**src/rtl/uc_pkg.sv**
```systemverilog
// Shared definitions for the microcontroller control unit: opcode classes
// taken from Opcode[5:2] and the sequencing state encoding.
package uc_pkg;

  localparam logic [3:0] OP_LI   = 4'b1000;
  localparam logic [3:0] OP_J    = 4'b1001;
  localparam logic [3:0] OP_JZ   = 4'b1010;
  localparam logic [3:0] OP_JNZ  = 4'b1011;
  localparam logic [3:0] OP_SKZ  = 4'b1100;
  localparam logic [3:0] OP_SKNZ = 4'b1101;
  localparam logic [3:0] OP_NOP  = 4'b1110;
  localparam logic [3:0] OP_HALT = 4'b1111;

  typedef enum logic [1:0] {
    RUN    = 2'd0,
    SKIP   = 2'd1,
    HALTED = 2'd2
  } state_t;

endpackage

```
**src/rtl/uc_sat_counter.sv**
```systemverilog
// Saturating up-counter with enable; holds at all-ones instead of wrapping.
module sat_counter #(
  parameter int CW = 16
) (
  input  logic          clk,
  input  logic          reset,
  input  logic          i_en,
  output logic [CW-1:0] o_count
);

  logic [CW-1:0] r_count;
  logic          w_full;

  assign w_full  = (r_count == {CW{1'b1}});
  assign o_count = r_count;

  // count register, frozen once it reaches its maximum
  always_ff @(posedge clk or posedge reset) begin
    if (reset) begin
      r_count <= '0;
    end else if (i_en && !w_full) begin
      r_count <= r_count + {{(CW-1){1'b0}}, 1'b1};
    end else begin
      r_count <= r_count;
    end
  end

endmodule

```
**src/rtl/uc.sv**
```systemverilog
// Control unit: combinational instruction decode plus a RUN/SKIP/HALTED
// sequencer and a saturating retired-instruction counter.
module uc
  import uc_pkg::*;
#(
  parameter int CW = 16
) (
  input  logic          clk,
  input  logic          reset,
  input  logic [5:0]    Opcode,
  input  logic          z,
  output logic          s_inc,
  output logic          s_inm,
  output logic          we3,
  output logic          wez,
  output logic [2:0]    Op,
  output logic          halted,
  output logic          skipping,
  output logic [CW-1:0] n_retired
);

  state_t     r_state;
  state_t     w_next_state;
  logic [3:0] w_cls;
  logic       w_retire;
  logic       w_unused_bits;

  assign w_cls         = Opcode[5:2];
  assign w_unused_bits = ^Opcode[1:0];

  // sequencing state register
  always_ff @(posedge clk or posedge reset) begin
    if (reset) begin
      r_state <= RUN;
    end else begin
      r_state <= w_next_state;
    end
  end

  // decode and next-state; reset forces a harmless PC+1 with no writes
  always_comb begin
    s_inc        = 1'b1;
    s_inm        = 1'b0;
    we3          = 1'b0;
    wez          = 1'b0;
    Op           = 3'b000;
    w_next_state = RUN;
    if (reset) begin
      w_next_state = RUN;
    end else begin
      case (r_state)
        RUN: begin
          if (!w_cls[3]) begin
            Op  = w_cls[2:0];
            we3 = 1'b1;
            wez = 1'b1;
          end else begin
            case (w_cls)
              OP_LI: begin
                s_inm = 1'b1;
                we3   = 1'b1;
              end
              OP_J:    s_inc = 1'b0;
              OP_JZ:   s_inc = ~z;
              OP_JNZ:  s_inc = z;
              OP_SKZ: begin
                if (z) begin
                  w_next_state = SKIP;
                end else begin
                  w_next_state = RUN;
                end
              end
              OP_SKNZ: begin
                if (!z) begin
                  w_next_state = SKIP;
                end else begin
                  w_next_state = RUN;
                end
              end
              OP_NOP:  s_inc = 1'b1;
              OP_HALT: begin
                s_inc        = 1'b0;
                w_next_state = HALTED;
              end
              default: w_next_state = RUN;
            endcase
          end
        end
        // squashed slot: opcode ignored, always resume
        SKIP:    w_next_state = RUN;
        HALTED: begin
          s_inc        = 1'b0;
          w_next_state = HALTED;
        end
        default: w_next_state = RUN;
      endcase
    end
  end

  assign halted   = (r_state == HALTED);
  assign skipping = (r_state == SKIP);
  assign w_retire = (r_state == RUN) && !reset;

  sat_counter #(.CW(CW)) u_retired (
    .clk     (clk),
    .reset   (reset),
    .i_en    (w_retire),
    .o_count (n_retired)
  );

endmodule

```
**config.mk**
```make
export PLATFORM = sky130hd
export DESIGN_NAME = uc
export DESIGN_NICKNAME = d
export VERILOG_FILES = /design/src/rtl/uc_pkg.sv /design/src/rtl/uc_sat_counter.sv /design/src/rtl/uc.sv
export SDC_FILE = /design/constraint.sdc
export NUM_CORES = 1
export LEC_CHECK = 0
export ABC_AREA = 1
export CORE_MARGIN = 4
export CORE_UTILIZATION = 30
export CTS_CLUSTER_SIZE = 40
export DETAILED_ROUTE_END_ITERATION = 10
export PLACE_DENSITY = 0.65
export SLEW_MARGIN = 20
export SYNTH_ARGS = -nofsm -noshare
export SYNTH_HDL_FRONTEND = slang
export SYNTH_SLANG_ARGS = --single-unit
export TNS_END_PERCENT = 1
```
**constraint.sdc**
```tcl
create_clock -name clk -period 3.6 [get_ports clk]
set_input_delay 0.36 -clock clk [delete_from_list [all_inputs] [get_ports clk]]
set_output_delay 0.36 -clock clk [all_outputs]
set_load 0.02 [all_outputs]
```
Yosys cells after proc, flatten, opt, wreduce, memory -nomap -nowiden
Index checks and enable logic that the tools add are counted.

Flip-flop bits (word level): 18. Bits of input ports: 9. Output and inout bits: 25. Word-level logic and storage cells: 43.

$add $sub $neg: 1. Equal/unequal tests: 10. Multiplexer cells: 23. Bitwise operators: 1. Reductions and logical operators: 6.

Operators with widths (count): $eq 4x4->1 const B (7); $add 16x1->16 const B (1); $eq 16x16->1 const B (1); $mux 1 (14); $mux 3 (3); $pmux 2 s3 (1); $mux 2 (2); $pmux 2 s2 (1); $pmux 1 s3 (1); $eq 2x1->1 const B (1); $eq 2x2->1 const B (1); $logic_and 1x1->1 (2); $logic_not 1->1 (2); $logic_not 2->1 (1); $pmux 1 s2 (1); $reduce_or 2->1 (1); $not 1->1 (1).

Logic depth before layout (Yosys ltp)
Gate-level depths: netlist (run 1).

Depth after elaboration: 6. Gate-level depth with buffers: 10. Mapped depth without buffers: 9.

Modules after synthesis
From an unflattened synthesis (run 1), not the netlist that was laid out.

Cells, all modules: 207. Area, all modules: 1288.7 µm².

Modules (own cells, without submodules): sat_counter (instances 1, cells an instance 163, area each 1063.5 µm², sequential area each 400.4 µm²); uc (instances 1, cells an instance 44, area each 225.2 µm², sequential area each 50.0 µm²).

Worst setup path after synthesis (run 1)
OpenSTA, ideal clock, no wires.

Path kind: input -> output. Start: in reset. End: out Op[0]. Data arrival time: 2015 ps. Data required time: 3240 ps. Setup slack: 1225 ps. Stages on the path: 7. Path buffers: 0. Cell sequence: inv_1 > nand2_1 > nor2_4 > inv_1 > nor2_1 > inv_1 > nor2_1.

Longest elaborated chain between the ends: 1.

RTL lines: start: declaration (line uc.sv:9) `input logic reset,`; $mux 3 (line uc.sv:48) `if (reset) begin`; end: declaration (line uc.sv:16) `output logic [2:0] Op,`.

No other way between the ends.

Final worst setup path (run 1)
Start: in reset. End: out Op[1].

The elaborated chain is that of the path after synthesis.

==> results.yml, run 1 <==
cells_and_area:
  seqCellArea_um2: 450
  finalNetCount: 228
  layout_commonest_cell: "nand2_1"
  multiInputGateArea_um2: 649
  layout_common_cells: "nand2_1 (78), clkdlybuf4s50_1 (31), nor2_1 (22)"
  antenna-diode-count: 0
  fill_cells: 382
  drive_gt1_frac: 0.0691
  syn_to_final_growth_pct: 34.5
power_and_ir_drop:
  p_per_area_nw_per_um2: 376
  ir_worst_vdd_mv: 0.209
  leakage_uw: 0.000735
drt:
  avgRoutedWirePerCell_um: 10.4
  drc: 0
  first_pass_iters: 4
  drt_iter0_drc: 44
  viasPerCell: 4.41
  ant_nets: 0
  drt-total-wl_mm: 2.77
  route.vias.total: 1168
worst_setup_path:
  crit_required_ns: 3.24
  cp_common_cell: "inv_1"
  crit_chain: "clkdlybuf4s50_1 > inv_1 > nand2_1 > nor2_4 > inv_1 > nor2_1 > inv_1 > nor2_1 > clkdlybuf4s50_1"
  path_buf_inv: 5
  crit_slowest_cell: "clkdlybuf4s50_1"
  crit_type: "in -> out"
  crit_family: "buffers and inverters"
  critPathArrivalTime_ns: 2.11
  startpoint_type: "input port"
  endpoint_kind: "primary output"
  crit_path_max_incr_delay_ns: 0.60
  path_max_fanout: 5
yosys:
  yosys.cell_types.count: 21
  synth_nets: 193
  syn_area_um2: 1200
  synth_compound_area_frac: 0.0406
  synth_largest_area_cell: "dfrtp_1"
  synth_top_area_frac: 0.375
  muxShareOfSynthArea: 0
  synth-xor-area-share: 0.0510
  ys_ff_latch: 18
  synthSimpleGateAreaFrac: 0.439
  yosys.area_share.adder: 0.0104
  synth_top_family_by_area: "simple AND/OR/NAND/NOR gates"
  ys_seq_area_frac: 0.375
  synth_cells: 183
  yosys_warnings: 0
  postSynthAreaPerCell_um2: 6.56
  ys_top_cells_by_area: "dfrtp_1 (38%), nand2_1 (24%), nor2_1 (6.9%), inv_1 (5.9%), xnor2_1 (4.4%)"
timing:
  fin_skew_ns: 0.00349
  fin_crit_sh: 0.686
  rsz0062_at_grt: "false"
  period_needed_ns: 2.47
  drv_slew: 0
  fin_tns_setup_ns: 0
  fin_ws_ns: 1.13
  finalHoldViolCount: 0
  fmax_ghz: 0.405
  tightest_slew_ns: 0.623
  slew_headroom: 0.584
  finalSetupViolCount: 0
floorplanning:
  num_rows: 22
  die_w_um: 71.3
  pin_count: 34
  initial_core_util: 0.319
  dieArea_um2: 5080
  core_area_um2: 3770
  die_y_um: 71.3
grt:
  grt_first_pass_wirelength_mm: 4.62
  grt_pass1_vias: 1014
  grt.total_usage: 0.112
  grt_max_degree: 19
  grt_overflow: 0
  antenna_found_initial: 0
clock_tree:
  cts-hold-fix-buffers: 0
  cts_resized: 0
  postCtsSetupRepairBufs: 0
  cts_made_buffers: 3
  clock-root-buffer: "clkbuf_8"
  htreeDepth: 1
  clk_pin_slew_worst_paths_ns: 0.07
  numClockSinks: 18
  clockBufferDepth: 2
  worstSkewPairLatency_ns: 0.26
  cts_tree: "built"
worst_hold_path:
  hold_class: "in -> async"
place:
  gp_congestion: 0.790
  pre_cts_slack_ns: 1.11
  port-buffer-count: 31
  hpwl_mm: 2.15
flow_run:
  drv_cap: 0
run_status:
  status: "complete, no violations"
[where the power goes]
group | total, uW | switching (uW) | internal [uW]
logic | 182 | 95.9 | 85.7
registers | 260 | 33.6 | 227
clock network | 166 | 68.8 | 97.2
[kinds of logic (layout without fill, tap and decap cells)]
family / Yosys count / in the layout
buffers and inverters: 24 / 58
AOI/OAI and AO/OA: 9 / 9
adders and majority gates: 1 / 1
xor gates and xnor gates: 7 / 7
DFF: 18 / 18
and+or+nand+nor: 124 / 124
[cell usage after synthesis]
cell,number
a21oi_1,3
a21oi_2,1
and2_1,1
buf_4,1
buf_6,1
dfrtp_1,18
ha_1,1
inv_1,19
inv_2,3
nand2_1,78
nand2_2,1
nand2_4,1
nand3_1,10
nand4_1,6
nor2_1,22
nor2_2,2
nor2_4,2
nor3_1,1
o21ai_0,5
xnor2_1,6
xor2_1,1
[per-layer routing]
metal,routed length [um],global-route usage,vias to the layer above
met5,0,0,-
met4,42,0.0438,0
met3,88,0.0252,4
met2,1290,0.177,17
met1,1350,0.149,514
li1,-,-,633
[registers in the layout, summed over array words and instances, names as in the netlist]
| register | flops |
|---|---|
| r_state | 2 |
| u_retired.o_count | 16 |
[per-stage QoR]
stage	instances	instance area, um2	hold slack, ns	util	power [uW]
floorplan	183	1200	0.307	-	367
global placement	261	1560	0.529	0.414	447
detailed placement	261	1560	0.540	0.414	448
CTS	265	1620	0.445	0.428	618
global route	265	1620	0.496	0.428	644
finish	265	1620	0.440	0.428	608
[worst min-delay path, delay by kind of cell]
| family | cells | cell delay [ns] |
|---|---|---|
| buffers and inverters | 3 | 0.72 |
[path summary, 6_finish.rpt]
kind | startpoint | to | slack, ns | depth (start not counted)
worst min-delay path | reset | u_retired.o_count[13] | 0.44 | 3
worst max register to register | u_retired.o_count[0] | u_retired.o_count[11] | 1.72 | 8
min in group clk | u_retired.o_count[1] | u_retired.o_count[1] | 0.55 | 2
worst min register to register | u_retired.o_count[1] | u_retired.o_count[1] | 0.55 | 2
worst max-delay path | reset | Op[1] | 1.13 | 9
max in group asynchronous | reset | u_retired.o_count[2] | 2.96 | 3
[layout make-up]
cell class              count  area share
multi-input cells         141       0.402
inverters                  22      0.0511
repair buffers             32       0.197
clock buffers               4      0.0341
flip-flops and latches     18       0.279
well taps                  48      0.0372
Power figures use the tool's default switching activity.
==> inputs of run 2 (changes only) <==
PLACE_DENSITY = 0.67   (was 0.65)
clock period = 2 ns   (was 3.6 ns; I/O delays follow)
==> run 2 against run 1 <==
  * Critical endpoint is now Op[0]
  * Global-route usage is 1.2 points higher
  * Setup slack worse by 0.93 ns
  * Clock skew is 0.0015 ns lower
  * Critical path depth stayed put
  * Largest power group unchanged
  * Largest cell class unchanged
==> results.yml, run 2 (same netlist as run 1, synthesis figures left out) <==
run_status:
  status: "complete, no violations"
grt:
  grt_overflow: 0
  grt.total_usage: 0.124
  antenna_found_initial: 0
  grt_pass1_vias: 1143
  grt_max_degree: 19
  grt_first_pass_wirelength_mm: 5.09
clock_tree:
  cts_resized: 7
  clockBufferDepth: 2
  htreeDepth: 1
  cts_tree: "built"
  cts-hold-fix-buffers: 0
  postCtsSetupRepairBufs: 0
  worstSkewPairLatency_ns: 0.26
  numClockSinks: 18
  cts_made_buffers: 3
  clock-root-buffer: "clkbuf_8"
  clk_pin_slew_worst_paths_ns: 0.07
cells_and_area:
  post-route-util: 0.437
  fill_cells: 377
  instances_no_fill: 270
  syn_to_final_growth_pct: 37.1
  largest_reg_flops: 16
  finalNetCount: 233
  layout_common_cells: "nand2_1 (78), clkdlybuf4s50_1 (24), nor2_1 (22)"
  layout_commonest_cell: "nand2_1"
  antenna-diode-count: 0
  drive_gt1_frac: 0.0991
timing:
  period_needed_ns: 1.80
  fin_crit_sh: 0.902
  drv_slew: 0
  fmax_ghz: 0.554
  fin_skew_ns: 0.00199
  finalSetupViolCount: 0
  whs_ns: 0.366
  slew_headroom: 0.811
  rsz0062_at_grt: "false"
  tightest_slew_ns: 0.283
  finalHoldViolCount: 0
worst_setup_path:
  rrSetupSlack_ns: 0.37
  critPathArrivalTime_ns: 1.60
  r2r-end: "u_retired.o_count[5]"
  rr_worst_depth: 9
  startpoint_type: "input port"
  path_max_fanout: 3
  crit_type: "in -> out"
  crit_required_ns: 1.80
  endpoint_kind: "primary output"
  regToRegStartpoint: "u_retired.o_count[0]"
power_and_ir_drop:
  pwr-share-seq: 0.425
  leakage_uw: 0.000774
  p_sw_uw: 366
  p_int_uw: 742
  combPwrFrac: 0.301
  p_sw_frac: 0.330
  ir_worst_vdd_mv: 0.392
  p_clk_frac: 0.274
  p_per_area_nw_per_um2: 673
drt:
  drt-total-wl_mm: 2.83
  drt_iter0_drc: 35
  first_pass_iters: 4
  avgRoutedWirePerCell_um: 10.5
  ant_nets: 0
  drc: 0
  viasPerCell: 4.35
  route.vias.total: 1175
floorplanning:
  die_y_um: 71.3
  initial_core_util: 0.319
  die_w_um: 71.3
  dieArea_um2: 5080
  pin_count: 34
  core_area_um2: 3770
  num_rows: 22
worst_hold_path:
  hold_class: "in -> async"
place:
  post-place-cells: 266
  hpwl_mm: 2.22
  port-buffer-count: 31
  gp_congestion: 0.815
flow_run:
  drv_cap: 0
## run 2: cell count changes in the layout (fill, tap and decap cells not counted), sizes merged
| cell | change |
|---|---|
| clkdlybuf4s50 | -7 |
| clkinvlp | +1 |
| dlygate4sd2 | +6 |
| buf | +6 |
| inv | -1 |
## run 2: worst max-delay path, stage by stage
cell and delay (ns):
clkdlybuf4s50_1 0.44, clkinvlp_4 0.10, nand2_1 0.10, nor2_4 0.09
inv_1 0.05, nor2_1 0.12, inv_1 0.08, nor2_1 0.08
dlygate4sd2_1 0.34
## run 2: worst max-delay path by stage
stage / start / slack, ns / endpoint
CTS: reset / 0.16 / Op[0]
global route: reset / 0.03 / Op[0]
floorplan: reset / 0.20 / Op[0]
detailed placement: reset / -0.12 / Op[0]
global placement: reset / -0.08 / Op[1]
finish: reset / 0.20 / Op[0]
## run 2: layer usage
metal	up-vias	wire, um	GRT usage
met4	0	53	0.0501
met1	509	1370	0.156
li1	644	-	-
met3	5	88	0.0210
met5	-	0	0
met2	17	1320	0.208
## run 2: cell type report
cell class / count / area, um2 / area share
repair buffers: 37 / 345 / 0.210
flip-flops and latches: 18 / 450 / 0.274
multi-input cells: 141 / 649 / 0.394
well taps: 48 / 60.1 / 0.0365
clock buffers: 4 / 55.1 / 0.0334
inverters: 22 / 86.3 / 0.0524
## run 2: power groups by stage
stage	logic (uW)	clock network, uW	registers, uW
2_1_floorplan	141	0	519
3_3_place_gp	339	0	477
3_5_place_dp	344	0	475
4_1_cts	340	317	470
5_1_grt	367	330	483
6_report	333	304	471
## run 2: per-stage QoR
stage	worst slack, ns	power, uW	instance area [um2]	setup TNS [ns]
2_1_floorplan	0.200	660	1200	0
3_3_place_gp	-0.0794	816	1600	-0.343
3_5_place_dp	-0.115	819	1600	-0.524
4_1_cts	0.161	1130	1650	0
5_1_grt	0.0280	1180	1650	0
6_report	0.195	1110	1650	0
==> inputs of run 3 (changes only) <==
ABC_AREA = 0   (was 1)
CORE_ASPECT_RATIO = 0.5   (was unset)
PLACE_DENSITY = 0.68   (was 0.67)
==> run 3 against run 2 <==
  * Synthesized area decreased by 12%
  * Non-clock buffer count rose by 12
  * Sequential power increased by 16%
  * Global-route usage is 0.30 points lower
  * First-iteration DRC count rose by 2.9%
  * Utilization grew 6.9 points
  * Count of clock-buffer cells in the layout shrank 1
  * Power increased by 16%
  * Critical endpoint is now s_inc
==> results.yml, run 3 <==
run_status:
  status: "complete, no violations"
power_and_ir_drop:
  p_per_area_nw_per_um2: 800
  p_sw_frac: 0.364
  p_int_uw: 816
  p_clk_frac: 0.188
  pwr-share-seq: 0.427
  p_total_uw: 1280
  p_sw_uw: 467
  ir_worst_vdd_mv: 0.481
  combPwrFrac: 0.384
  leakage_uw: 0.000727
timing:
  drv_slew: 0
  fin_skew_ns: 0.00285
  fmax_ghz: 0.516
  finalHoldViolCount: 0
  period_needed_ns: 1.94
  fin_ws_ns: 0.0620
  finalSetupViolCount: 0
  tightest_slew_ns: 0.497
  fin_crit_sh: 0.969
  slew_headroom: 0.666
floorplanning:
  dieArea_um2: 4580
  num_rows: 14
  pin_count: 34
  initial_core_util: 0.332
  die_w_um: 91.8
  core_area_um2: 3170
  die_y_um: 49.9
cells_and_area:
  finalNetCount: 167
  layout_common_cells: "clkdlybuf4s50_1 (23), buf_4 (19), dfrtp_1 (18)"
  drive_gt1_frac: 0.245
  syn_to_final_growth_pct: 52.3
  layout_commonest_cell: "clkdlybuf4s50_1"
  largest_reg_flops: 16
  antenna-diode-count: 0
  post-route-util: 0.506
yosys:
  async_reset_ff_frac: 1.00
  muxShareOfSynthArea: 0.0452
  synthSimpleGateAreaFrac: 0.319
  synth_compound_area_frac: 0.0916
  synth_top_family_by_area: "simple AND/OR/NAND/NOR gates"
  syn_area_um2: 1050
  synth_nets: 113
  ys_seq_area_frac: 0.428
  synth_largest_area_cell: "dfrtp_1"
  synth_cells: 103
  yosys.area_share.adder: 0.0119
  synth_top_area_frac: 0.428
  synth-main-ff-cell: "dfrtp_1"
  yosys_warnings: 0
  synth-xor-area-share: 0.0832
  ys_top_cells_by_count: "dfrtp_1 (18), nor2_1 (8), nor3_1 (8), xor2_1 (8), nand2_1 (7)"
  synth_edf_count: 0
  ys_ff_latch: 18
  yosys.cell_types.count: 35
  synth.most_common_cell: "dfrtp_1"
  postSynthAreaPerCell_um2: 10.2
  ys_top_cells_by_area: "dfrtp_1 (43%), xor2_1 (6.7%), nand4_4 (4.0%), nor3_1 (3.8%), nor3_4 (3.1%)"
drt:
  first_pass_iters: 4
  route.vias.total: 958
  drt_iter0_drc: 36
  drt-total-wl_mm: 2.55
  ant_nets: 0
  avgRoutedWirePerCell_um: 12.5
  drc: 0
  viasPerCell: 4.72
grt:
  grt.total_usage: 0.121
  grt_overflow: 0
  grt_first_pass_wirelength_mm: 4.46
  grt_pass1_vias: 970
  antenna_found_initial: 0
  grt_max_degree: 19
worst_setup_path:
  startpoint_type: "input port"
  crit_required_ns: 1.80
  regToRegStartpoint: "u_retired.o_count[0]"
  endpoint_kind: "primary output"
  crit_chain: "clkdlybuf4s50_1 > nand3b_1 > a21oi_1 > o21ai_0 > a211o_2 > dlygate4sd2_1"
  r2r-end: "u_retired.o_count[1]"
  path_max_fanout: 5
  rrSetupSlack_ns: 0.26
  crit_slowest_cell: "clkdlybuf4s50_1"
  crit_type: "in -> out"
  critPathArrivalTime_ns: 1.74
  crit_start: "Opcode[3]"
  crit_path_max_incr_delay_ns: 0.54
  cp-endpoint: "s_inc"
  rr_worst_depth: 5
clock_tree:
  postCtsSetupRepairBufs: 0
  cts_resized: 8
  clockBufferDepth: 2
  numClockSinks: 18
  clk_pin_slew_worst_paths_ns: 0.06
  clock-root-buffer: "clkbuf_8"
  htreeDepth: 1
  worstSkewPairLatency_ns: 0.25
  cts_made_buffers: 3
  cts_tree: "built"
  cts-hold-fix-buffers: 0
place:
  gp_congestion: 0.807
  port-buffer-count: 31
  pre_cts_slack_ns: -0.273
  hpwl_mm: 1.94
flow_run:
  drv_cap: 0
worst_hold_path:
  hold_class: "in -> async"
## run 3: changes by cell type after synthesis, moves of 3 or more
cell,change
nor3_1,+7
nor2_1,-14
nand4_1,-4
inv_1,-13
nand2_1,-71
xor2_1,+7
nand3_1,-5
xnor2_1,-4
inv_2,-3
## run 3: metal layers
metal / track usage / routed length, um / vias to the layer above
li1: - / - / 485
met1: 0.153 / 1230 / 455
met2: 0.201 / 1200 / 16
met3: 0.0304 / 86 / 2
met4: 0.0419 / 27 / 0
met5: 0 / 0 / -
## run 3: kinds of logic after synthesis
kind of cell               after synthesis
AOI/OAI and AO/OA                       14
xor gates and xnor gates                10
adders and majority gates                1
buffers and inverters                    6
DFF                                     18
muxes                                    4
and+or+nand+nor                         50
## run 3: power groups by stage
stage / logic [uW] / clock network (uW) / registers, uW
after floorplan: 185 / 0 / 615
after global placement: 488 / 0 / 546
after detailed placement: 498 / 0 / 551
after CTS: 498 / 248 / 550
after global routing: 537 / 263 / 569
final: 493 / 241 / 548
## run 3: worst max-delay path, delay by kind of cell
family,cells,cell delay [ns]
compound gates,3,0.59
buf+inv,2,0.86
simple gates,1,0.09
## run 3: final cells by class
cell class	instances	area (um2)
fill	316	1570
multi-input combinational	79	587
sequential	18	450
timing repair buffer	49	442
tap	48	60.1
clock buffer	3	41.3
inverter	6	22.5
## run 3: worst min path at each step
stage | end | slack (ns) | cells past startpoint
2_1_floorplan | r_state[0] | 0.14 | 1
3_3_place_gp | u_retired.o_count[6] | 0.52 | 1
3_5_place_dp | u_retired.o_count[7] | 0.53 | 1
4_1_cts | u_retired.o_count[2] | 0.45 | 4
5_1_grt | u_retired.o_count[7] | 0.48 | 4
6_report | u_retired.o_count[2] | 0.44 | 4
## run 3: per-stage QoR
stage          hold slack [ns]  area [um2]  instances   TNS, ns
2_1_floorplan            0.139        1050        103         0
3_3_place_gp             0.521        1560        200     -1.41
3_5_place_dp             0.528        1560        200     -1.62
4_1_cts                  0.452        1590        203         0
5_1_grt                  0.476        1600        203  -0.00226
6_report                 0.441        1600        203         0
